### src/rtl/sseg_scan_driver.sv
// Multiplexed common-anode seven-segment scan driver with per-frame input snapshot,
// leading-zero blanking and a blank window at the start of every digit slot.

module sseg_lane #(
  parameter bit IS_LSD = 1'b0
) (
  input  logic [3:0] nib,
  input  logic       en,
  input  logic       dp_req,
  input  logic       hit,
  input  logic       window,
  input  logic       lzb,
  input  logic       upper_zero,
  output logic       on,
  output logic [6:0] seg,
  output logic       dpn
);
  function automatic logic [6:0] decode(input logic [3:0] h);
    case (h)
      4'h0: decode = 7'h40;  4'h1: decode = 7'h79;
      4'h2: decode = 7'h24;  4'h3: decode = 7'h30;
      4'h4: decode = 7'h19;  4'h5: decode = 7'h12;
      4'h6: decode = 7'h02;  4'h7: decode = 7'h78;
      4'h8: decode = 7'h00;  4'h9: decode = 7'h10;
      4'hA: decode = 7'h08;  4'hB: decode = 7'h03;
      4'hC: decode = 7'h46;  4'hD: decode = 7'h21;
      4'hE: decode = 7'h06;  default: decode = 7'h0E;
    endcase
  endfunction

  logic lz_blank;

  // The rightmost digit always shows, so a zero value still displays "0".
  assign lz_blank = lzb & upper_zero & ~IS_LSD;
  assign on       = hit & window & en & ~lz_blank;
  assign seg      = on ? decode(nib) : 7'h7F;
  assign dpn      = on ? ~dp_req : 1'b1;
endmodule

module sseg_scan_driver #(
  parameter int NUM_DIGITS       = 4,
  parameter int CLK_DIV          = 100000,
  parameter int BLANK_CYCLES     = 1000,
  parameter bit ANODE_ACTIVE_LOW = 1'b1,
  localparam int SEL_W = (NUM_DIGITS > 1) ? $clog2(NUM_DIGITS) : 1,
  localparam int CNT_W = $clog2(CLK_DIV)
) (
  input  logic                    clk,
  input  logic                    reset,
  input  logic [4*NUM_DIGITS-1:0] digits,
  input  logic [NUM_DIGITS-1:0]   dp_in,
  input  logic [NUM_DIGITS-1:0]   digit_en,
  input  logic                    lzb_en,
  output logic [NUM_DIGITS-1:0]   anode,
  output logic [6:0]              seg,
  output logic                    dp,
  output logic [SEL_W-1:0]        digit_sel,
  output logic                    frame_tick
);
  localparam logic [NUM_DIGITS-1:0] ANODE_OFF = ANODE_ACTIVE_LOW ? '1 : '0;

  logic [CNT_W-1:0]                cnt;
  logic [SEL_W-1:0]                sel;
  logic [NUM_DIGITS-1:0][3:0]      sh_digits, cur_digits;
  logic [NUM_DIGITS-1:0]           sh_dp, cur_dp;
  logic [NUM_DIGITS-1:0]           sh_en, cur_en;
  logic                            sh_lzb, cur_lzb;

  logic                            frame_start, last_cnt, last_sel, window;
  logic [NUM_DIGITS-1:0]           hit, on, upper_zero;
  logic [NUM_DIGITS-1:0][6:0]      lane_seg;
  logic [NUM_DIGITS-1:0]           lane_dp;
  logic [6:0]                      seg_n;
  logic                            dp_n;

  assign frame_start = (cnt == '0) && (sel == '0);
  assign last_cnt    = (cnt == CNT_W'(CLK_DIV - 1));
  assign last_sel    = (sel == SEL_W'(NUM_DIGITS - 1));

  // The frame-start cycle already shows the freshly captured inputs.
  assign cur_digits = frame_start ? digits   : sh_digits;
  assign cur_dp     = frame_start ? dp_in    : sh_dp;
  assign cur_en     = frame_start ? digit_en : sh_en;
  assign cur_lzb    = frame_start ? lzb_en   : sh_lzb;

  generate
    if (BLANK_CYCLES == 0) begin : g_nowin
      assign window = 1'b1;
    end else begin : g_win
      assign window = (cnt >= CNT_W'(BLANK_CYCLES));
    end
  endgenerate

  // upper_zero[k]: nibbles k..NUM_DIGITS-1 are all zero.
  always_comb begin
    logic z;
    z          = 1'b1;
    upper_zero = '0;
    for (int k = NUM_DIGITS - 1; k >= 0; k--) begin
      z             = z & (cur_digits[k] == 4'h0);
      upper_zero[k] = z;
    end
  end

  generate
    for (genvar k = 0; k < NUM_DIGITS; k++) begin : g_lane
      assign hit[k] = (sel == SEL_W'(k));
      sseg_lane #(.IS_LSD(k == 0)) u_lane (
        .nib        (cur_digits[k]),
        .en         (cur_en[k]),
        .dp_req     (cur_dp[k]),
        .hit        (hit[k]),
        .window     (window),
        .lzb        (cur_lzb),
        .upper_zero (upper_zero[k]),
        .on         (on[k]),
        .seg        (lane_seg[k]),
        .dpn        (lane_dp[k])
      );
    end
  endgenerate

  // Inactive lanes drive all-ones, so an AND merges the active-low cathodes.
  always_comb begin
    seg_n = 7'h7F;
    dp_n  = 1'b1;
    for (int k = 0; k < NUM_DIGITS; k++) begin
      seg_n = seg_n & lane_seg[k];
      dp_n  = dp_n & lane_dp[k];
    end
  end

  always_ff @(posedge clk) begin
    if (reset) begin
      cnt       <= '0;
      sel       <= '0;
      sh_digits <= '0;
      sh_dp     <= '0;
      sh_en     <= '0;
      sh_lzb    <= 1'b0;
    end else begin
      cnt <= last_cnt ? '0 : cnt + 1'b1;
      if (last_cnt) sel <= last_sel ? '0 : sel + 1'b1;
      if (frame_start) begin
        sh_digits <= digits;
        sh_dp     <= dp_in;
        sh_en     <= digit_en;
        sh_lzb    <= lzb_en;
      end
    end
  end

  always_ff @(posedge clk) begin
    if (reset) begin
      anode      <= ANODE_OFF;
      seg        <= 7'h7F;
      dp         <= 1'b1;
      digit_sel  <= '0;
      frame_tick <= 1'b0;
    end else begin
      anode      <= ANODE_ACTIVE_LOW ? ~on : on;
      seg        <= seg_n;
      dp         <= dp_n;
      digit_sel  <= sel;
      frame_tick <= frame_start;
    end
  end
endmodule

### config.mk
export PLATFORM = sky130hd
export DESIGN_NAME = sseg_scan_driver
export DESIGN_NICKNAME = d
export VERILOG_FILES = /design/src/rtl/sseg_scan_driver.sv
export SDC_FILE = /design/constraint.sdc
export NUM_CORES = 1
export LEC_CHECK = 0
export CAP_MARGIN = 20
export CORE_MARGIN = 2
export CORE_UTILIZATION = 60
export DETAILED_ROUTE_END_ITERATION = 7
export GPL_TIMING_DRIVEN = 0
export PLACE_DENSITY = 0.91
export SETUP_SLACK_MARGIN = 0.1
export SYNTH_ARGS = -nofsm -noshare
export SYNTH_HDL_FRONTEND = slang
export SYNTH_HIERARCHICAL = 1
export SYNTH_SLANG_ARGS = --single-unit
### constraint.sdc
create_clock -name clk -period 6.1 [get_ports clk]
set_input_delay 0.61 -clock clk [delete_from_list [all_inputs] [get_ports clk]]
set_output_delay 0.61 -clock clk [all_outputs]
set_load 0.02 [all_outputs]
# --- Yosys cells after proc, flatten, opt, wreduce, memory -nomap -nowiden ---
# Memory sizes are Yosys's and may differ from the RTL's.
# Index checks and enable logic that the tools add are counted.
totals:
  register_bits: 59
  inputBits: 27
  mem_count: 4
  wordCells: 75
  rom_bits: 448
  out_inout_bits: 15
classes:
  bitwise_logic: 30
  n_mux: 13
  n_reduce_logical: 7
  addsub: 2
  eq_ne: 4
  order_cmp: 1
memory_table:
  columns: ["name", "words", "width", "rd", "rd_ports_with_merged_regs", "write_ports", "line", "source"]
  rows:
  - ["(name not given)", 16, 7, 1, 0, 0, "19", "case (h)"]
  - ["(name not given)", 16, 7, 1, 0, 0, "19", null]
  - ["(name not given)", 16, 7, 1, 0, 0, "19", null]
  - ["(name not given)", 16, 7, 1, 0, 0, "19", null]
ops:
  columns: ["cell", "n"]
  rows:
  - ["$mux W7", 4]
  - ["$and A7 B7 Y7", 3]
  - ["$and A1 B1 Y1", 19]
  - ["$add A17 B1 Y17 const B", 1]
  - ["$eq A17 B17 Y1 const B", 1]
  - ["$ge A17 B10 Y1 const B", 1]
  - ["$logic_not A17 Y1", 1]
  - ["$mux W16", 1]
  - ["$logic_not A4 Y1", 3]
  - ["$mux W4", 2]
  - ["$not A1 Y1", 7]
  - ["$mux W1", 5]
  - ["$eq A2 B2 Y1 const B", 2]
  - ["$not A4 Y4", 1]
  - ["$add A2 B1 Y2 const B", 1]
  - ["$eq A2 B1 Y1 const B", 1]
  - ["$logic_not A2 Y1", 1]
  - ["$mux W2", 1]
  - ["$reduce_or A2 Y1", 1]
  - ["$logic_and A1 B1 Y1", 1]

# --- Depth between registers and ports, before layout ---
# Gate-level depths: netlist of run 1.
logic_depth:
  ltp_word: 13
  ltp_mapped: 14
  mapped_depth_nobuf: 12

# --- Hierarchy ---
# Netlist of run 1, hierarchy kept.
by_module_without_submodules:
  columns: ["module", "n_inst", "area_per_inst_um2", "seq_area_each_um2", "cells_each"]
  rows:
  - ["sseg_scan_driver", 1, 2585.0, 1181.1, 308]
  - ["sseg_lane (g_lane[1].u_lane ...)", 3, 319.1, 0.0, 39]
  - ["sseg_lane (g_lane[0].u_lane)", 1, 321.6, 0.0, 41]

# --- Worst setup path after synthesis of run 1 ---
# No wires, ideal clock.
synth_timing:
  kind: "reg2reg"
  start: "reg cnt[13]"
  end: "reg seg[1]"
  stages_incl_launch_ff: 14
  slack_ps: 3074
  synth_period_minus_slack_ps: 3026
  setup_ps: 116
  t_required_ps: 5984
  n_path_buf: 3
  arrival_time_ps: 2910
  path_cell_list: "dfxtp_1 or3_1 clkbuf_1 or4_1 clkbuf_1 clkbuf_1 o21ai_0 nand2_1 inv_1 ha_1 nand2b_1 a21boi_1 o211ai_1 a41o_1"
synth_rtl:
  columns: ["element", "line", "source"]
  rows:
  - ["start, declared", "62", "logic [CNT_W-1:0] cnt;"]
  - ["start signal, assigned", "142", "cnt <= last_cnt ? '0 : cnt + 1'b1;"]
  - ["end signal, assigned", "162", "seg <= seg_n;"]
  - ["end, declared", "55", "output logic [6:0] seg,"]

==> flow_summary.yaml, run 1 <==
worst_setup_path:
  cp_max_fo: 9
  cp_slowest_cell: "nor4b_1"
  worstPathArrival_ns: 4.05
  cp_cell_sequence: "inv_1 -> ha_1 -> nor4b_1 -> and4_1 -> clkbuf_1 -> clkbuf_1 -> nand3_1 -> nand2_1 -> inv_1 -> ha_1 -> nand2b_1 -> a21boi_1 -> o211ai_1 -> a41o_1"
  end_kind: "register"
  crit_type: "register to register"
  cp-start-kind: "register"
  max_stage_delay_ns: 0.43
  cp_num_buf_inv: 4
  crit_family: "simple AND/OR/NAND/NOR gates"
  worstPathRequired_ns: 6.33
route:
  first_pass_iters: 5
  viasPerCell: 6.22
  wl_per_cell_um: 16.8
  ant_nets: 0
  drc: 0
  num_vias: 3690
  drt_iter0_drc: 225
  totalWireLength_mm: 9.95
run_status:
  outcome: "finished, final reports clean"
power_and_ir_drop:
  power_mw: 1.06
  p_per_area_nw_per_um2: 233
  power.leakage_nw: 1.79
  ir_worst_vdd_uv: 256
die:
  die_y_um: 84.0
  initial_core_util_pct: 61.1
  rows: 29
  ios: 42
  core_sq_um: 6280
  dieArea_sq_um: 7050
  dieWidth_um: 84.0
cts:
  clkTransAtPathRegs_ns: 0.07
  root_buffer: "clkbuf_8"
  cts_hold_buf: 0
  cts.sinks: 59
  clock_latency_ns: 0.34
  cts_buffer_depth: 2
  cts.htree.levels: 3
  numCtsBuffers: 9
  cts_setup_buffers: 0
  cts_resized: 0
  cts_tree: "done"
global_route:
  overflow: 0
  grt.met1_usage_pct: 35.1
  grtUsageTotal_pct: 28.6
  grt_pass1_wl_mm: 16.3
  grtUsageMet3_pct: 5.24
  grt.busiest_layer: "met2"
  grt_max_degree: 11
  grt_util_met2_pct: 49.2
  antenna_found_initial: 0
  first_global_vias: 3457
yosys:
  ys_warn_count: 6
  synth_nets: 522
  synthCells: 461
  netlist_area_sq_um: 3840
  syn_avg_cell_area_sq_um: 8.32
timing:
  final-setup-viol-count: 0
  finalCritPeriodShare_pct: 62.7
  rsz0062_at_grt: "no"
  fin_skew_ns: 0.00935
  fin_setup_tns_ns: 0
  clock.fmax_ghz: 0.262
  period_needed_ns: 3.82
  slew_headroom_pct: 48.6
  slew_viol_final: 0
  tightest_slew_ns: 0.764
  finalHoldViolations: 0
  setup_ws_ns: 2.28
layout:
  drive_above_1_share_pct: 9.50
  syn_to_final_growth_pct: 18.2
  nets: 573
  utilization_pct: 72.2
  fin_area_sq_um: 4530
  diodes: 0
placement:
  io_buffers: 40
  placed_area_sq_um: 4330
  gp_congestion: 0.889
  detailed_place_hpwl_mm: 7.11
  dp_slack_ns: 2.44
job:
  cap_violations: 0
min_path:
  hold_path.class: "register to register"
## path summary, 6_finish.rpt
kind,start,endpoint,slack (ns),depth (start not counted)
max,sel[0],seg[1],2.28,14
min,sh_dp[2],sh_dp[2],0.50,2
max reg2reg,sel[0],seg[1],2.28,14
min reg2reg,sh_dp[2],sh_dp[2],0.50,2
## power by group
part	total (mW)	switching [mW]	internal, mW
Combinational	0.277	0.166	0.112
Clock	0.369	0.161	0.208
Sequential	0.410	0.00732	0.402
## worst reg2reg max path, delay by kind of cell (launching register included)
| family | cells | cell delay (ns) |
|---|---|---|
| buf+inv | 4 | 1.00 |
| simple gates | 5 | 1.24 |
| flops | 1 | 0.36 |
| compound gates | 3 | 0.58 |
| fa+ha+maj | 2 | 0.54 |
## metal layers
metal / routed length [um] / vias to the layer above
met5: 0 / -
met3: 499 / 22
met2: 5080 / 157
li1: - / 1764
met1: 4120 / 1747
met4: 250 / 0
## flip-flops by register name, summed over array words and instances, names as in the netlist
name / cells
frame_tick: 1
dp: 1
sh_dp: 4
sh_lzb: 1
anode: 4
sel: 2
sh_digits: 16
digit_sel: 2
cnt: 17
sh_en: 4
seg: 7
## cells in the final DEF, fill, tap and decap left out, drive strengths merged, types with 29 or more instances in the layout
master,instances
dfxtp,59
nand2,54
clkdlybuf4s50,40
nand3,37
ha,34
o21ai,34
a21oi,31
nor2,30
clkbuf,29
## through the flow
step	hold WS, ns	cells
finish	0.495	593
global route	0.524	593
CTS	0.496	593
detailed placement	0.487	578
global placement	0.478	578
floorplan	0.453	461
## layout make-up
class / count / area [sq um]
Buffer: 31 / 173
Clock buffer: 11 / 151
Clock inverter: 4 / 50.0
Fill cell: 459 / 1740
Inverter: 17 / 63.8
Multi-Input combinational cell: 354 / 2420
Sequential cell: 59 / 1180
Tap cell: 77 / 96.3
Timing Repair Buffer: 40 / 400
No activity file was read; power rests on OpenSTA's default activity.
==> run 2, diff against run 1 <==
--- a/config.mk
+++ b/config.mk
@@ -7,10 +7,10 @@
 export LEC_CHECK = 0
 export CAP_MARGIN = 20
 export CORE_MARGIN = 2
-export CORE_UTILIZATION = 60
+export CORE_UTILIZATION = 52
 export DETAILED_ROUTE_END_ITERATION = 7
 export GPL_TIMING_DRIVEN = 0
-export PLACE_DENSITY = 0.91
+export PLACE_DENSITY = 0.84
 export SETUP_SLACK_MARGIN = 0.1
 export SYNTH_ARGS = -nofsm -noshare
 export SYNTH_HDL_FRONTEND = slang
==> constraint.sdc (replaced) <==
create_clock -name clk -period 3.3 [get_ports clk]
set_input_delay 0.33 -clock clk [delete_from_list [all_inputs] [get_ports clk]]
set_output_delay 0.33 -clock clk [all_outputs]
set_load 0.02 [all_outputs]
==> flow_summary.yaml, run 2 (synthesized netlist as in run 1, its figures left out) <==
run_status:
  outcome: "finished, final reports clean"
route:
  totalWireLength_mm: 10.4
  drt_iter0_drc: 223
  ant_nets: 0
  wl_per_cell_um: 16.5
  num_vias: 3738
  viasPerCell: 5.96
  drc: 0
  first_pass_iters: 5
layout:
  syn_to_final_growth_pct: 25.9
  top_regs: "cnt x17, sh_digits x16, seg x7"
  multi_input_comb_area_sq_um: 2570
  final_common_cell: "dfxtp_1"
  n_fill_cell: 588
  largest_reg_flops: 17
  drive_above_1_share_pct: 19.3
  nets: 585
  fin_area_sq_um: 4830
  regMostFlops: "cnt"
  final_cell_mix: "dfxtp_1 (59), nand2_1 (45), clkdlybuf4s50_1 (40)"
  diodes: 0
  seq_area_sq_um: 1180
cts:
  cts_tree: "done"
  cts.htree.levels: 3
  cts.sinks: 59
  root_buffer: "clkbuf_8"
  numCtsBuffers: 9
  clkTransAtPathRegs_ns: 0.07
  cts_hold_buf: 0
  clock_latency_ns: 0.35
  cts_buffer_depth: 2
die:
  dieArea_sq_um: 8080
  die_y_um: 89.9
  initial_core_util_pct: 53.2
  core_sq_um: 7210
  ios: 42
  rows: 31
  dieWidth_um: 89.9
timing:
  tightest_slew_ns: 0.560
  final-setup-viol-count: 0
  slew_viol_final: 0
  finalHoldViolations: 0
  clock.fmax_ghz: 0.321
  fin_skew_ns: 0.00596
  slew_headroom_pct: 62.6
  finalCritPeriodShare_pct: 94.3
  rsz0062_at_grt: "yes"
  period_needed_ns: 3.11
worst_setup_path:
  worstPathRequired_ns: 3.54
  cp-start-kind: "register"
  worstPathArrival_ns: 3.36
  cp_max_fo: 10
  crit_type: "register to register"
  end_kind: "register"
power_and_ir_drop:
  power.leakage_nw: 1.90
  p_per_area_nw_per_um2: 415
  ir_worst_vdd_uv: 304
  power_mw: 2.01
placement:
  io_buffers: 40
  placed_area_sq_um: 4360
  gp_congestion: 0.936
  detailed_place_hpwl_mm: 7.27
global_route:
  overflow: 0
  grtUsageTotal_pct: 25.4
  grt_pass1_wl_mm: 16.7
  antenna_found_initial: 0
  first_global_vias: 3665
  grt_max_degree: 12
min_path:
  hold_path.class: "primary input to register"
job:
  cap_violations: 0
==> run 2: cell types whose count changed in the layout (fill, tap and decap cells not counted), sizes merged <==
cell    change
buf        +17
clkinv      +2
clkbuf      -7
==> run 2: worst paths after layout <==
kind,to,slack [ns],startpoint,depth (start not counted)
setup / recovery,seg[1],0.19,cnt[13],13
hold / removal,digit_sel[1],0.34,reset,2
setup reg to reg,seg[1],0.19,cnt[13],13
hold reg to reg,sh_digits[0],0.50,sh_digits[0],2
==> run 2: power by group <==
part           switching [mW]  internal, mW  leakage, nW  total, mW
clock network           0.314         0.345       0.0913      0.659
logic                   0.339         0.248         1.33      0.587
registers              0.0169         0.744        0.481      0.761
==> run 2: final cells by class <==
| cell class | instances | share of cell area, % |
|---|---|---|
| sequential | 59 | 24.5 |
| clock buffer | 9 | 2.56 |
| multi-input combinational | 354 | 53.2 |
| tap | 99 | 2.56 |
| timing repair buffer | 52 | 10.2 |
| inverter | 17 | 1.48 |
| clock inverter | 6 | 1.40 |
| buffer | 31 | 4.20 |
==> run 2: what timing repair did <==
action                     in CTS  in global routing
setup endpoints to repair       8                  8
pin swaps                       6                  7
resized for setup              29                 55
buffers inserted               10                  2
cloned                          0                  0
==> run 2: critical path: stages, from the launching register on <==
cell and delay (ns):
dfxtp_1 0.35, or3_1 0.37, buf_4 0.17, or4_1 0.41, buf_4 0.19, buf_4 0.19, o21ai_2 0.19, nand2_2 0.14
inv_2 0.11, ha_1 0.23, nand2b_1 0.11, a21boi_2 0.17, o211ai_1 0.11, a41o_1 0.27
==> run 2: routing by layer <==
metal / global-route usage [%] / routed length, um / vias up
met4: 15.6 / 438 / 0
met5: 0 / 0 / -
met3: 3.86 / 515 / 35
li1: - / - / 1783
met1: 28.0 / 4100 / 1784
met2: 45.8 / 5320 / 136
==> run 2: metrics by stage <==
step / TNS [ns] / hold slack (ns) / cells / setup slack [ns] / util (%)
floorplan: 0 / 0.453 / 461 / 0.274 / -
global placement: -1.35 / 0.475 / 600 / -0.269 / 60.4
detailed placement: -2.09 / 0.491 / 600 / -0.390 / 60.4
CTS: 0 / 0.339 / 625 / 0.0868 / 64.7
global route: 0 / 0.392 / 627 / 0.0651 / 66.9
finish: 0 / 0.344 / 627 / 0.189 / 66.9
==> RTL edit 1, RTL diff (config.mk and constraints of run 2) <==
Change the parameter `NUM_DIGITS` from 4 to 2.
--- a/src/rtl/sseg_scan_driver.sv
+++ b/src/rtl/sseg_scan_driver.sv
@@ -39,5 +39,5 @@
 
 module sseg_scan_driver #(
-  parameter int NUM_DIGITS       = 4,
+  parameter int NUM_DIGITS       = 2,
   parameter int CLK_DIV          = 100000,
   parameter int BLANK_CYCLES     = 1000,
Ports: changed (5 resized); port bits go from 42 to 27. The function was not compared with the original's and may differ.
==> RTL edit 1 against run 2 <==
- area after synthesis shrank 33%
- sequential share of layout area grew 4.0 points
- wire length fell by 48%
- power is 37% lower
- final area is 37% lower
- setup slack gained 0.21 ns
- global-route usage down 4.7 points
- sequential cell count shrank 16
- largest power group unchanged
==> RTL edit 1: results (changes against run 2) <==
status finished clean; post-route cell area 3030 um^2 (-37%); Worst Hold Class flop to flop; post-layout min period 2.90 ns (-0.213 ns); Slew @ Worst Pin 0.508 ns (-0.0526 ns); vias in the first global route 2033 (-45%); Signal inverters 9 (-8); vias post-DR 2161 (-42%); Worst-Skew Late Latency 0.30 ns (-0.05 ns); Die Width 74.1 um (-18%); fillcell total 415 (-29%); Placed Instances 379 (-37%); Synthesized Nets 317 (-39%); Routed WL per cell 14.0 um (-16%); Port Buffers 26 (-35%); Detailed Routing Iterations Pass 1 4 (-1); dpl ws 0.251 ns (+0.641 ns); clock tree cell share of total cell area 0.0372 (-0.00248); maximum VDD drop 226 uV (-26%); Layout Nets 352 (-40%); fraction of area in multi-input gates 0.498 (-0.0335); buffer share of cell area 0.142 (-0.00190); P_leak 0.00118 uW (-38%); biggest registers after layout cnt (17), sh_digits (8), seg (7); Crit path largest cell delay 0.49 ns (+0.08 ns); global-route wire length before repair 8.97 mm (-46%); cells after synthesis 286 (-38%); largest net degree at the start of global routing 15 (+3); slowest CP cell or4_4; Cell Count, Final, Fillers Out 389 (-38%); Post-DP Area 2900 um^2 (-34%); RR Startpoint cnt[12]; clk_skew 0.00522 ns (-0.000733 ns); comb_multi_in 215 (-39%); DP HPWL 3.94 mm (-46%); GR Util All Layers 0.207 (-0.0475); R2R Setup Slk 0.40 ns (+0.21 ns); Non-clock buffers 47 (-43%); GPL Wtd Cong 0.835 (-11%); Reg area 861 um^2 (-27%); clock buf count 5 (-4); Hold WS 0.463 ns (+0.119 ns); share of layout cells above drive strength 1 0.165 (-0.0286); worst-case hold path end point sh_digits[1]; Worst EP arrival 3.10 ns (-0.26 ns)
RTL edit 1: timing repair:
| item | CTS | global route |
|---|---|---|
| endpoints found under the setup margin | 0 | 6 |
| buffers inserted | 0 | 2 |
| resized for setup | 0 | 1 |
RTL edit 1: metal layers:
| metal | wire length (um) | up-vias | global-route usage |
|---|---|---|---|
| met5 | 0 | - | 0 |
| li1 | - | 1084 | - |
| met4 | 71 | 0 | 0.0707 |
| met2 | 2660 | 52 | 0.349 |
| met3 | 190 | 8 | 0.0379 |
| met1 | 2510 | 1017 | 0.265 |
RTL edit 1: power groups by stage:
stage          registers (uW)  logic [uW]  clock network [uW]
2_1_floorplan             560         222                   0
3_5_place_dp              560         292                   0
3_3_place_gp              559         285                   0
5_1_grt                   550         335                 442
4_1_cts                   548         293                 425
6_report                  548         300                 412
RTL edit 1: worst max-delay path, delay by kind of cell, from the launching register on:
kind	cells	cell delay, ns
compound gates	4	0.59
fa+ha+maj	1	0.26
buf+inv	2	0.39
flops	1	0.36
simple gates	4	1.19
==> RTL edit 2, RTL diff (config.mk and constraints of run 2) <==
Made on the original files. The output `dp` loses its register stage (`dp` becomes a continuous assignment).
--- a/src/rtl/sseg_scan_driver.sv
+++ b/src/rtl/sseg_scan_driver.sv
@@ -155,5 +155,4 @@
       anode      <= ANODE_OFF;
       seg        <= 7'h7F;
-      dp         <= 1'b1;
       digit_sel  <= '0;
       frame_tick <= 1'b0;
@@ -161,9 +160,10 @@
       anode      <= ANODE_ACTIVE_LOW ? ~on : on;
       seg        <= seg_n;
-      dp         <= dp_n;
       digit_sel  <= sel;
       frame_tick <= frame_start;
     end
   end
+
+  assign dp = dp_n;
 endmodule
 
Behaviour: same outputs for any inputs over 10 cycles, from zero or initial values and one cycle with reset high; that may be too few to reach the edited logic, so the function may still have changed.
==> RTL edit 2 against run 2 <==
- area after synthesis increased by 4.6%
- power up 2.0%
- global-route usage decreased by 0.64 points
- utilization shrank 3.3 points
- via count down 5.6%
- sequential cell count shrank 1
- setup slack better by 0.027 ns
- final area rose by 0.23%
- wire length fell by 3.1%
- die area rose by 4.4%
- clock skew rose by 0.0044 ns
==> RTL edit 2: results (changes against run 2) <==
initial detailed-routing violation count 205 (-8.1%); Worst Hold Class flop to flop; setup bufs post-CTS 5 (-5); crit share post-route 0.934 (-0.00818); Worst EP arrival 2.75 ns (-0.61 ns); Detailed Routing Iterations Pass 1 4 (-1); vias per cell 5.71 (-4.2%); largest net degree at the start of global routing 12 (unchanged); GR Util All Layers 0.248 (-0.00641); Slew headroom 0.604 (-0.0225); Port Buffers 41 (+2.5%); # diodes 0 (unchanged); top sig layer met4; Post-DP Area 4550 um^2 (+4.4%); Layout Nets 572 (-2.2%); clk_skew 0.0104 ns (+0.00443 ns); fillcell total 631 (+7.3%); multi-input logic area 2600 um^2 (+1.2%); DP HPWL 7.27 mm (about the same); GPL Wtd Cong 0.874 (-6.7%); biggest registers after layout cnt (17), sh_digits (16), seg (7); Routed WL per cell 16.3 um (-1.7%); Cell Count, Final, Fillers Out 618 (-1.4%); R2R Setup Slk 0.36 ns (+0.17 ns); P_leak 0.00197 uW (+3.8%); dpl ws -0.142 ns (+0.249 ns); slowest CP cell dfxtp_1; post-cts gate resize count 7 (-76%); Hold WS 0.497 ns (+0.153 ns); routed wl met3 316 um (-39%); maximum VDD drop 310 uV (+2.3%); share of layout cells above drive strength 1 0.174 (-0.0188); Placed Instances 597 (-0.50%); global-route wire length before repair 16.5 mm (-1.2%); status finished clean; cells after synthesis 454 (-1.5%); vias in the first global route 3447 (-5.9%)
## RTL edit 2: worst paths after layout
kind | startpoint | to | cells after the start
hold / removal | sh_en[0] | sh_en[0] | 2
hold reg to reg | sh_en[0] | sh_en[0] | 2
setup reg to reg | sel[0] | seg[1] | 13
setup / recovery | sel[0] | dp | 13
## RTL edit 2: area by class of cell
| cell class | instances | area share |
|---|---|---|
| buffer | 29 | 0.0465 |
| clock buffer | 10 | 0.0264 |
| clock inverter | 6 | 0.0186 |
| inverter | 17 | 0.0132 |
| multi-input combinational | 350 | 0.537 |
| sequential | 58 | 0.240 |
| tap | 102 | 0.0264 |
| timing repair buffer | 46 | 0.0923 |
## RTL edit 2: layer usage
metal  up-vias  GRT usage
li1       1745          -
met2        74      0.422
met3        26     0.0600
met5         -          0
met1      1685      0.304
met4         0     0.0920
## RTL edit 2: where the power goes
part	internal (uW)	switching [uW]	leakage, uW
registers	732	13.1	0.000473
logic	241	328	0.00139
clock network	427	306	0.000107
